$ cat src/rtl/bram_xfer_ctrl_pkg.sv
// Shared encodings for the BRAM transfer sequencer: command modes, FSM states,
// PS register bit-field positions and status-word packing.
package bram_xfer_ctrl_pkg;

  typedef enum logic [1:0] {
    MODE_COPY    = 2'd0,
    MODE_REVERSE = 2'd1,
    MODE_FILL    = 2'd2,
    MODE_ILLEGAL = 2'd3
  } xfer_mode_e;

  typedef enum logic [1:0] {
    ST_IDLE,
    ST_RUN,
    ST_DRAIN,
    ST_DONE
  } xfer_state_e;

  localparam int unsigned CTRL_START_BIT = 0;
  localparam int unsigned CTRL_MODE_LSB  = 1;
  localparam int unsigned CTRL_ABORT_BIT = 31;
  localparam int unsigned PARAM_SRC_LSB  = 0;
  localparam int unsigned PARAM_DST_LSB  = 16;
  localparam int unsigned PARAM_BASE_W   = 11;
  localparam int unsigned LENGTH_W       = 12;
  localparam int unsigned STAT_DONE_BIT  = 0;
  localparam int unsigned STAT_ERROR_BIT = 1;
  localparam int unsigned STAT_BUSY_BIT  = 2;
  localparam int unsigned STAT_COUNT_LSB = 16;
  localparam int unsigned STAT_COUNT_W   = 12;

  function automatic logic [31:0] pack_status(input logic done, input logic error,
                                              input logic busy,
                                              input logic [STAT_COUNT_W-1:0] count);
    logic [31:0] s;
    s = '0;
    s[STAT_DONE_BIT]  = done;
    s[STAT_ERROR_BIT] = error;
    s[STAT_BUSY_BIT]  = busy;
    s[STAT_COUNT_LSB +: STAT_COUNT_W] = count;
    return s;
  endfunction

endpackage

$ cat src/rtl/bram_xfer_ctrl_if.sv
// PS register words and both BRAM datapath ports of the transfer sequencer.
interface bram_xfer_ctrl_if #(
  parameter int unsigned ADDRWIDTH = 13
);
  logic [31:0]          ps_control;
  logic [31:0]          ps_param;
  logic [31:0]          ps_length;
  logic [31:0]          ps_fill_value;
  logic [31:0]          pl_status;
  logic [ADDRWIDTH-1:0] src_addr;
  logic [31:0]          src_rddata;
  logic [ADDRWIDTH-1:0] dst_addr;
  logic [31:0]          dst_wrdata;
  logic [3:0]           dst_we;

  modport master (
    input  ps_control, ps_param, ps_length, ps_fill_value, src_rddata,
    output pl_status, src_addr, dst_addr, dst_wrdata, dst_we
  );

  modport slave (
    output ps_control, ps_param, ps_length, ps_fill_value, src_rddata,
    input  pl_status, src_addr, dst_addr, dst_wrdata, dst_we
  );
endinterface

$ cat src/rtl/bram_xfer_ctrl_xfer_issue_pipe.sv
// Issue pipeline matching the source BRAM read latency: carries {valid, dst index}
// so each write lines up with the read data of its source word.
module xfer_issue_pipe #(
  parameter int unsigned RD_LATENCY = 1,
  parameter int unsigned IDXW       = 11
) (
  input  logic            clk,
  input  logic            reset_n,
  input  logic            flush,
  input  logic            in_valid,
  input  logic [IDXW-1:0] in_idx,
  output logic            out_valid,
  output logic [IDXW-1:0] out_idx,
  output logic            busy
);

  logic [RD_LATENCY-1:0] valid_q, valid_d;
  logic [IDXW-1:0]       idx_q [RD_LATENCY];
  logic [IDXW-1:0]       idx_d [RD_LATENCY];

  always_comb begin
    valid_d    = '0;
    idx_d      = idx_q;
    valid_d[0] = in_valid & ~flush;
    idx_d[0]   = in_idx;
    for (int unsigned i = 1; i < RD_LATENCY; i++) begin
      valid_d[i] = valid_q[i-1] & ~flush;
      idx_d[i]   = idx_q[i-1];
    end
  end

  always_ff @(posedge clk) begin
    if (!reset_n) begin
      valid_q <= '0;
    end else begin
      valid_q <= valid_d;
    end
    idx_q <= idx_d;
  end

  always_comb begin
    out_valid = valid_q[RD_LATENCY-1];
    out_idx   = idx_q[RD_LATENCY-1];
    busy      = |valid_q;
  end

endmodule

$ cat src/rtl/bram_xfer_ctrl.sv
// Transfer sequencer: runs one copy / reverse-copy / fill command at a time from
// BRAM 0 into BRAM 1 and reports done/error/busy/count on pl_status.
module bram_xfer_ctrl
  import bram_xfer_ctrl_pkg::*;
#(
  parameter int unsigned DEPTH      = 2048,
  parameter int unsigned RD_LATENCY = 1
) (
  input  logic             clk,
  input  logic             reset_n,
  bram_xfer_ctrl_if.master bus
);

  localparam int unsigned IDXW      = $clog2(DEPTH);
  localparam int unsigned ADDRWIDTH = $clog2(DEPTH) + 2;

  xfer_state_e           state_q, state_d;
  xfer_mode_e            mode_q, mode_d;
  logic [31:0]           fill_q, fill_d;
  logic [LENGTH_W-1:0]   len_q, len_d, idx_q, idx_d, count_q, count_d;
  logic [IDXW-1:0]       src_ptr_q, src_ptr_d, dst_ptr_q, dst_ptr_d;
  logic                  error_q, error_d;
  logic [ADDRWIDTH-1:0]  src_addr_q, src_addr_d, dst_addr_q, dst_addr_d;
  logic                  dst_we_q, dst_we_d;

  logic                  start, abort, cmd_legal;
  xfer_mode_e            cmd_mode;
  logic [LENGTH_W-1:0]   cmd_len;
  logic [IDXW-1:0]       cmd_src_w, cmd_first_dst;

  logic                  push_valid, flush;
  logic [IDXW-1:0]       push_idx;
  logic                  pipe_out_valid, pipe_busy;
  logic [IDXW-1:0]       pipe_out_idx;

  function automatic logic [IDXW-1:0] inc_wrap(input logic [IDXW-1:0] x);
    return (32'(x) == DEPTH - 1) ? '0 : x + 1'b1;
  endfunction

  function automatic logic [IDXW-1:0] dec_wrap(input logic [IDXW-1:0] x);
    return (x == '0) ? IDXW'(DEPTH - 1) : x - 1'b1;
  endfunction

  always_comb begin
    start     = bus.ps_control[CTRL_START_BIT];
    abort     = bus.ps_control[CTRL_ABORT_BIT];
    cmd_mode  = xfer_mode_e'(bus.ps_control[CTRL_MODE_LSB +: 2]);
    cmd_len   = bus.ps_length[LENGTH_W-1:0];
    cmd_legal = (cmd_mode != MODE_ILLEGAL) && (cmd_len != '0) && (32'(cmd_len) <= DEPTH);
    cmd_src_w = IDXW'(32'(bus.ps_param[PARAM_SRC_LSB +: PARAM_BASE_W]) % DEPTH);
    // Reverse starts at the far end of the destination range and walks down.
    if (cmd_mode == MODE_REVERSE) begin
      cmd_first_dst = IDXW'((32'(bus.ps_param[PARAM_DST_LSB +: PARAM_BASE_W]) +
                             32'(cmd_len) + DEPTH - 1) % DEPTH);
    end else begin
      cmd_first_dst = IDXW'(32'(bus.ps_param[PARAM_DST_LSB +: PARAM_BASE_W]) % DEPTH);
    end
  end

  always_comb begin
    state_d    = state_q;
    mode_d     = mode_q;
    fill_d     = fill_q;
    len_d      = len_q;
    idx_d      = idx_q;
    count_d    = count_q;
    src_ptr_d  = src_ptr_q;
    dst_ptr_d  = dst_ptr_q;
    error_d    = error_q;
    src_addr_d = src_addr_q;
    push_valid = 1'b0;
    push_idx   = dst_ptr_q;
    flush      = 1'b0;

    if (dst_we_q && (32'(count_q) < DEPTH)) begin
      count_d = count_q + 1'b1;
    end

    case (state_q)
      ST_IDLE: begin
        if (start) begin
          mode_d  = cmd_mode;
          fill_d  = bus.ps_fill_value;
          len_d   = cmd_len;
          count_d = '0;
          error_d = 1'b0;
          if (cmd_legal) begin
            // Index 0 is issued while accepting so it reaches src_addr in the first RUN cycle.
            push_valid = 1'b1;
            push_idx   = cmd_first_dst;
            src_addr_d = {cmd_src_w, 2'b00};
            src_ptr_d  = inc_wrap(cmd_src_w);
            dst_ptr_d  = (cmd_mode == MODE_REVERSE) ? dec_wrap(cmd_first_dst)
                                                    : inc_wrap(cmd_first_dst);
            idx_d      = LENGTH_W'(1);
            state_d    = ST_RUN;
          end else begin
            error_d = 1'b1;
            state_d = ST_DONE;
          end
        end
      end
      ST_RUN: begin
        if (abort) begin
          flush   = 1'b1;
          error_d = 1'b1;
          state_d = ST_DONE;
        end else begin
          if (idx_q < len_q) begin
            push_valid = 1'b1;
            src_addr_d = {src_ptr_q, 2'b00};
            src_ptr_d  = inc_wrap(src_ptr_q);
            dst_ptr_d  = (mode_q == MODE_REVERSE) ? dec_wrap(dst_ptr_q) : inc_wrap(dst_ptr_q);
            idx_d      = idx_q + 1'b1;
          end
          if ((idx_q + 1'b1) >= len_q) begin
            state_d = ST_DRAIN;
          end
        end
      end
      ST_DRAIN: begin
        if (abort) begin
          flush   = 1'b1;
          error_d = 1'b1;
          state_d = ST_DONE;
        end else if (!pipe_busy) begin
          state_d = ST_DONE;
        end
      end
      ST_DONE: begin
        if (!start) begin
          error_d = 1'b0;
          state_d = ST_IDLE;
        end
      end
      default: state_d = ST_IDLE;
    endcase

    dst_we_d   = pipe_out_valid && !flush;
    dst_addr_d = dst_we_d ? {pipe_out_idx, 2'b00} : dst_addr_q;
  end

  xfer_issue_pipe #(
    .RD_LATENCY(RD_LATENCY),
    .IDXW      (IDXW)
  ) u_issue_pipe (
    .clk      (clk),
    .reset_n  (reset_n),
    .flush    (flush),
    .in_valid (push_valid),
    .in_idx   (push_idx),
    .out_valid(pipe_out_valid),
    .out_idx  (pipe_out_idx),
    .busy     (pipe_busy)
  );

  always_ff @(posedge clk) begin
    if (!reset_n) begin
      state_q    <= ST_IDLE;
      mode_q     <= MODE_COPY;
      fill_q     <= '0;
      len_q      <= '0;
      idx_q      <= '0;
      count_q    <= '0;
      src_ptr_q  <= '0;
      dst_ptr_q  <= '0;
      error_q    <= 1'b0;
      src_addr_q <= '0;
      dst_addr_q <= '0;
      dst_we_q   <= 1'b0;
    end else begin
      state_q    <= state_d;
      mode_q     <= mode_d;
      fill_q     <= fill_d;
      len_q      <= len_d;
      idx_q      <= idx_d;
      count_q    <= count_d;
      src_ptr_q  <= src_ptr_d;
      dst_ptr_q  <= dst_ptr_d;
      error_q    <= error_d;
      src_addr_q <= src_addr_d;
      dst_addr_q <= dst_addr_d;
      dst_we_q   <= dst_we_d;
    end
  end

  always_comb begin
    bus.pl_status  = pack_status(state_q == ST_DONE, error_q,
                                 (state_q == ST_RUN) || (state_q == ST_DRAIN), count_q);
    bus.src_addr   = src_addr_q;
    bus.dst_addr   = dst_addr_q;
    bus.dst_we     = {4{dst_we_q}};
    bus.dst_wrdata = (mode_q == MODE_FILL) ? fill_q : bus.src_rddata;
  end

endmodule

$ cat src/flat_wrapper.sv
// flat-port wrapper written by rule: the top's interface ports become plain ports
module bram_xfer_ctrl_flat import bram_xfer_ctrl_pkg::*;
#(
  parameter int unsigned DEPTH      = 2048,
  parameter int unsigned RD_LATENCY = 1
)
  (clk, reset_n, bus_ps_control, bus_ps_param, bus_ps_length, bus_ps_fill_value, bus_src_rddata, bus_pl_status, bus_src_addr, bus_dst_addr, bus_dst_wrdata, bus_dst_we);
  bram_xfer_ctrl_if #(.ADDRWIDTH((13))) bus_i ();
  input  logic clk;
  input  logic reset_n;
  input wire logic [$bits(bus_i.ps_control)-1:0] bus_ps_control;
  input wire logic [$bits(bus_i.ps_param)-1:0] bus_ps_param;
  input wire logic [$bits(bus_i.ps_length)-1:0] bus_ps_length;
  input wire logic [$bits(bus_i.ps_fill_value)-1:0] bus_ps_fill_value;
  input wire logic [$bits(bus_i.src_rddata)-1:0] bus_src_rddata;
  output wire logic [$bits(bus_i.pl_status)-1:0] bus_pl_status;
  output wire logic [$bits(bus_i.src_addr)-1:0] bus_src_addr;
  output wire logic [$bits(bus_i.dst_addr)-1:0] bus_dst_addr;
  output wire logic [$bits(bus_i.dst_wrdata)-1:0] bus_dst_wrdata;
  output wire logic [$bits(bus_i.dst_we)-1:0] bus_dst_we;
  assign bus_i.ps_control = bus_ps_control;
  assign bus_i.ps_param = bus_ps_param;
  assign bus_i.ps_length = bus_ps_length;
  assign bus_i.ps_fill_value = bus_ps_fill_value;
  assign bus_i.src_rddata = bus_src_rddata;
  assign bus_pl_status = bus_i.pl_status;
  assign bus_src_addr = bus_i.src_addr;
  assign bus_dst_addr = bus_i.dst_addr;
  assign bus_dst_wrdata = bus_i.dst_wrdata;
  assign bus_dst_we = bus_i.dst_we;
  bram_xfer_ctrl #(.DEPTH(DEPTH), .RD_LATENCY(RD_LATENCY)) u_core (.clk(clk), .reset_n(reset_n), .bus(bus_i));
endmodule
$ cat config.mk
export PLATFORM = sky130hd
export DESIGN_NAME = bram_xfer_ctrl_flat
export DESIGN_NICKNAME = d
export VERILOG_FILES = /design/src/rtl/bram_xfer_ctrl_pkg.sv /design/src/rtl/bram_xfer_ctrl_if.sv /design/src/rtl/bram_xfer_ctrl_xfer_issue_pipe.sv /design/src/rtl/bram_xfer_ctrl.sv /design/src/flat_wrapper.sv
export SDC_FILE = /design/constraint.sdc
export NUM_CORES = 1
export LEC_CHECK = 0
export BUFFER_PORTS_ARGS = -buffer_cell sky130_fd_sc_hd__clkbuf_2
export CAP_MARGIN = 10
export CELL_PAD_IN_SITES_DETAIL_PLACEMENT = 0
export CELL_PAD_IN_SITES_GLOBAL_PLACEMENT = 2
export CORE_ASPECT_RATIO = 1.1
export CORE_MARGIN = 8
export CORE_UTILIZATION = 33
export CTS_BUF_LIST = sky130_fd_sc_hd__clkbuf_4 sky130_fd_sc_hd__clkbuf_8
export CTS_CLUSTER_DIAMETER = 100
export DETAILED_ROUTE_END_ITERATION = 16
export PLACE_DENSITY_LB_ADDON = 0.1
export SETUP_SLACK_MARGIN = 0.1
export SLEW_MARGIN = 20
export SYNTH_ARGS = -nofsm -noshare
export SYNTH_HDL_FRONTEND = slang
export SYNTH_HIERARCHICAL = 1
export SYNTH_SLANG_ARGS = --single-unit
$ cat constraint.sdc
create_clock -name clk -period 5 [get_ports clk]
set_input_delay 0.5 -clock clk [delete_from_list [all_inputs] [get_ports clk]]
set_output_delay 0.5 -clock clk [all_outputs]
set_load 0.01 [all_outputs]
==> out/metrics.yaml, run 1 <==
clocking:
  cts_buffers: 17
  post-cts-setup-buffer-count: 0
  htreeDepth: 4
  clk_pin_slew_ns: 0.09
  cts_hold_buf: 0
  clk_path_buf_depth: 2
  clock_sinks: 130
  cts_resized: 0
  clockRootBuffer: "clkbuf_8"
  cts_tree: "built"
  clk_latency_ns: 0.45
drt:
  drt_wl_total_um: 27500
  drc: 0
  vias: 8064
  firstDrtPassIters: 5
  drt_iter0_drc: 520
  viasPerCell: 5.00
  ant_nets: 0
  wire_per_inst_um: 17.1
timing:
  skew_ns: 0.0151
  final-setup-viol-count: 0
  rsz0062_at_grt: "no"
  finalSetupTns_ns: 0
  fmax_ghz: 0.302
  drv_slew: 0
  worst_slew_pin_slew_ns: 0.919
  finalCritPeriodShare_pct: 66.2
  period_needed_ns: 3.31
  slew_headroom_pct: 38.7
  hold_violations: 0
yosys:
  yosysTopAreaCell: "dfxtp_1"
  synth_top_area_share_pct: 29.6
  synth_common_cells: "189 x nand2_1, 130 x dfxtp_1, 89 x a21oi_1"
  ys_top_cells_by_area: "dfxtp_1 30%, nand2_1 8.1%, ha_1 7.8%"
  synth_edf_count: 0
  synthArstFlopShare_pct: 0
  yosysMostFrequentCell: "nand2_1"
  syn_area_mm2: 0.00878
  avgSynthCellArea_um2: 7.90
  ys_seq_elements: 130
  yosysWarnings: 6
  synthFlopType: "dfxtp_1"
  ys_seq_area_share_pct: 29.6
  synth.distinct_cells: 86
  synth_cells: 1112
floorplanning:
  fp.dieW_um: 172
  num_rows: 62
  io_pins: 256
  start_util_pct: 33.6
  design.die.area_mm2: 0.0321
  coreArea_mm2: 0.0261
  die_h_um: 187
placement:
  dp.cells: 1580
  numPortBuffers: 176
  dp_hpwl_um: 20600
  gp_congestion: 0.811
setup_path:
  critPathCaptureType: "register"
  critical_path_class: "reg -> reg"
  arrival_ns: 3.64
  slowest_stage: "nor2_4"
  required_ns: 5.32
  rr_worst_depth: 11
  cp_max_fo: 50
  start_kind: "register"
  crit_chain: "inv_1 > ha_1 > and2_2 > nand3b_1 > mux2_2 > a21boi_4 > nor2_4 > buf_12 > o21ai_0 > a22oi_1 > nor2_1"
  crit_path_max_incr_delay_ns: 0.56
global_route:
  first_global_vias: 7932
  grt_pass1_wl_um: 44000
  antenna_found_initial: 0
  track_usage_pct: 17.0
  grt_max_degree: 52
  grt-ovfl-total: 0
pwr:
  power_mw: 3.96
  p_per_area_mw_per_mm2: 390
  leakagePower_nw: 4.32
  ir_drop_mv: 0.173
flow_run:
  cap_violations: 0
hold_path:
  hold_depth: 3
  hold_path_class: "in -> reg"
cells_and_area:
  final_nets: 1465
  num_antenna_cells: 0
  finalNonFillerCells: 1612
  layout-drive-gt1-share_pct: 22.7
  syn_to_final_growth_pct: 15.7
run_status:
  outcome: "finished clean"
-- worst max-delay path: cells and delay by family, from the launching register on --
family,cells,cell delay [ns]
AND/OR/NAND/NOR,4,0.98
adder cells (fa/ha/maj),1,0.37
buffers and inverters,2,0.43
flip-flops,1,0.34
AO/OA/AOI/OAI,3,0.59
multiplexers,1,0.46
-- kinds of logic after synthesis --
kind of cell | synth area share (%)
simple gates | 21.5
compound gates | 20.0
buf+inv | 9.03
flops | 29.6
fa+ha+maj | 8.06
mux | 7.01
xor+xnor | 4.67
other cells | 0.0427
-- through the flow --
| step | setup WS [ns] | hold WS [ns] | utilization (%) | area [um^2] |
|---|---|---|---|---|
| final | 1.69 | 0.259 | 38.9 | 10200 |
| after global routing | 1.41 | 0.219 | 38.9 | 10200 |
| after CTS | 1.66 | 0.218 | 38.9 | 10200 |
| after detailed placement | 1.30 | 0.429 | 37.3 | 9750 |
| after global placement | 1.30 | 0.423 | 37.3 | 9750 |
| after floorplan | 2.04 | 0.415 | - | 8860 |
-- layer usage --
metal  up-vias  GRT usage [%]  share of wire [%]  wire length [um]
li1       4113              -                  -                 -
met1      3770           22.3                 47             13000
met2       170           28.8                 48             13100
met3        11           2.22                4.3              1190
met4         0           4.05               0.92               252
met5         -              0                  0                 0
-- final timing paths --
| path | startpoint | slack, ns | endpoint |
|---|---|---|---|
| worst max-delay path | u_core/state_q[0] | 1.69 | u_core/src_ptr_q[8] |
| worst min-delay path | bus_ps_fill_value[21] | 0.26 | u_core/fill_q[21] |
| worst max register to register | u_core/state_q[0] | 1.69 | u_core/src_ptr_q[8] |
| worst min register to register | u_core/u_issue_pipe/out_idx[9] | 0.44 | u_core/bus.dst_addr[11] |
-- registers in the layout (all words and copies together), names as in the netlist, 12 cells and up --
| signal | count |
|---|---|
| u_core/idx_q | 12 |
| u_core/len_q | 12 |
| u_core/fill_q | 32 |
| u_core/count_q | 12 |
-- layout make-up --
type / instances / area [um^2]
clock inverter: 14 / 166
fill: 2855 / 16000
tap: 352 / 440
sequential: 130 / 2600
inverter: 74 / 279
timing repair buffer: 185 / 961
multi-input combinational: 839 / 5460
clock buffer: 18 / 248
-- power breakdown --
group	total, mW	switching (mW)	internal (mW)
logic	1.63	1.02	0.608
clock network	0.951	0.479	0.473
registers	1.38	0.157	1.22
total	3.96	1.65	2.30
-- placed cells by master, fill, tap and decap left out, types with 6 or more instances in the layout --
cell / n
o211ai_1: 7
clkbuf_2: 176
ha_1: 54
nand4_1: 10
dfxtp_1: 130
inv_6: 6
xnor2_1: 20
o21ai_0: 40
nand3_1: 35
mux2i_1: 16
and3_1: 13
nand2_1: 189
o2111ai_1: 6
a22oi_1: 13
clkbuf_8: 18
a211oi_1: 18
mux2_2: 38
xor2_1: 25
o21ai_1: 7
nor4_1: 6
a21boi_0: 7
buf_4: 8
a21oi_1: 89
a21o_1: 8
nor3_1: 11
o21a_1: 10
conb_1: 21
inv_1: 73
or3_1: 9
nor2_1: 79
a31oi_1: 6
Power figures use the tool's default switching activity.
==> inputs of run 2 (changes only) <==
--- a/config.mk
+++ b/config.mk
@@ -11,7 +11,7 @@
 export CELL_PAD_IN_SITES_GLOBAL_PLACEMENT = 2
 export CORE_ASPECT_RATIO = 1.1
 export CORE_MARGIN = 8
-export CORE_UTILIZATION = 33
+export CORE_UTILIZATION = 30
 export CTS_BUF_LIST = sky130_fd_sc_hd__clkbuf_4 sky130_fd_sc_hd__clkbuf_8
 export CTS_CLUSTER_DIAMETER = 100
 export DETAILED_ROUTE_END_ITERATION = 16
==> constraint.sdc (replaced) <==
create_clock -name clk -period 3.5 [get_ports clk]
set_input_delay 0.35 -clock clk [delete_from_list [all_inputs] [get_ports clk]]
set_output_delay 0.35 -clock clk [all_outputs]
set_load 0.01 [all_outputs]
==> run 2 against run 1 <==
  * Global-route usage fell by 1.2 points
  * Critical path type unchanged
  * Clock skew is essentially flat
  * Combinational power up 45%
  * Routed wire length is 1.9% higher
  * First-iteration DRC count fell by 34%
  * Sequential share of layout area fell by 0.33 points
  * Non-clock buffer count rose by 13
  * Final cell count up 1.8%
  * Via count shrank 0.81%
  * Largest power group unchanged
  * Critical path depth grew 1
  * Sequential cell count unchanged
==> out/metrics.yaml, run 2 (synthesis gave the netlist of run 1 again) <==
clocking:
  cts_buffers: 17
  htreeDepth: 4
  cts_resized: 0
  clk_pin_slew_ns: 0.09
  post-cts-setup-buffer-count: 0
  cts_tree: "built"
  clk_latency_ns: 0.43
  clk_path_buf_depth: 2
  cts_hold_buf: 0
  clockRootBuffer: "clkbuf_8"
  clock_sinks: 130
timing:
  hold_violations: 0
  setup_ws_ns: 0.595
  period_needed_ns: 2.91
  worst_slew_pin_slew_ns: 0.871
  rsz0062_at_grt: "no"
  slew_headroom_pct: 41.8
  finalSetupTns_ns: 0
  drv_slew: 0
  fmax_ghz: 0.344
  finalCritPeriodShare_pct: 83.0
  final-setup-viol-count: 0
  skew_ns: 0.0152
global_route:
  first_global_vias: 7903
  antenna_found_initial: 0
  grt_max_degree: 76
  grt_pass1_wl_um: 44000
  grt-ovfl-total: 0
  track_usage_pct: 15.8
cells_and_area:
  final_nets: 1478
  num_antenna_cells: 0
  largest_register_ff_count: 32
  design_area_mm2: 0.0103
  final_util_pct: 35.8
  largest_register: "u_core/fill_q"
  syn_to_final_growth_pct: 17.2
  final_common_cell: "nand2_1"
  final_cell_mix: "189 x nand2_1, 176 x clkbuf_2, 130 x dfxtp_1"
  layout-drive-gt1-share_pct: 23.5
setup_path:
  reg2reg_from: "u_core/idx_q[0]"
  required_ns: 3.80
  critical_path_class: "reg -> reg"
  arrival_ns: 3.21
  startpoint: "u_core/idx_q[0]"
  cp_max_fo: 7
  start_kind: "register"
  critPathCaptureType: "register"
  rr_worst_depth: 12
  worst-r2r-setup-slack_ns: 0.59
  reg2reg_to: "u_core/state_q[0]"
floorplanning:
  design.die.area_mm2: 0.0350
  num_rows: 65
  coreArea_mm2: 0.0288
  fp.dieW_um: 179
  die_h_um: 195
  io_pins: 256
  start_util_pct: 30.5
pwr:
  leakagePower_nw: 4.38
  p_sw_share_pct: 41.7
  pwr-share-comb_pct: 41.3
  p_sw_mw: 2.38
  ir_drop_mv: 0.233
  internal_power_mw: 3.32
  power_frac_clock_pct: 24.0
  power_frac_seq_pct: 34.6
  p_per_area_mw_per_mm2: 554
  power_mw: 5.70
drt:
  vias: 7999
  viasPerCell: 4.87
  ant_nets: 0
  drt_iter0_drc: 344
  drt_wl_total_um: 28100
  wire_per_inst_um: 17.1
  firstDrtPassIters: 5
  drc: 0
hold_path:
  min-delay-start: "bus_ps_fill_value[8]"
  hold_depth: 3
  whs_endpoint: "u_core/fill_q[8]"
  hold_path_class: "in -> reg"
placement:
  placed_area_mm2: 0.00988
  dp_hpwl_um: 21400
  gp_congestion: 0.830
  pre_cts_slack_ns: 0.212
  numPortBuffers: 176
run_status:
  outcome: "finished clean"
flow_run:
  cap_violations: 0
-- run 2: how the worst max path moves through the flow --
stage	to	slack, ns
after floorplan	u_core/dst_ptr_q[5]	0.69
after global placement	u_core/dst_ptr_q[5]	0.21
after detailed placement	u_core/dst_ptr_q[0]	0.21
after CTS	u_core/state_q[0]	0.56
after global routing	u_core/state_q[0]	0.22
final	u_core/state_q[0]	0.59
-- run 2: layout make-up --
cell class | count | area [um^2]
fill | 3202 | 18500
multi-input combinational | 839 | 5460
sequential | 130 | 2600
timing repair buffer | 198 | 1070
tap | 368 | 460
inverter | 74 | 279
clock buffer | 18 | 248
clock inverter | 14 | 169
-- run 2: through the flow --
step / std cells / hold slack [ns]
floorplan: 1132 / 0.415
global placement: 1609 / 0.427
detailed placement: 1609 / 0.433
CTS: 1641 / 0.0778
global route: 1641 / 0.0769
finish: 1641 / 0.123
-- run 2: power groups by stage --
stage / combinational (mW) / sequential (mW) / clock [mW]
6_report: 2.36 / 1.98 / 1.37
2_1_floorplan: 1.73 / 1.93 / 0
3_3_place_gp: 2.40 / 2.01 / 0
4_1_cts: 2.40 / 1.98 / 1.45
3_5_place_dp: 2.39 / 2.01 / 0
5_1_grt: 2.64 / 2.02 / 1.51
-- run 2: routing by layer --
metal  wire (um)  global-route usage, %  vias to the layer above
met2       13400                   26.8                      151
met5           0                      0                        -
met1       13100                   20.5                     3696
met3        1230                   2.82                       12
li1            -                      -                     4140
met4         279                   3.24                        0
-- run 2: critical path: stages (launching register included) --
cell and delay, ns:
dfxtp_1 0.45, ha_1 0.27, nand3_1 0.14, nor2_1 0.26, nand3_1 0.16, buf_4 0.18
xnor2_1 0.12, ha_1 0.28, o2111ai_1 0.11, a211oi_1 0.24, nor2_1 0.12, a2111oi_0 0.38
a211oi_1 0.09
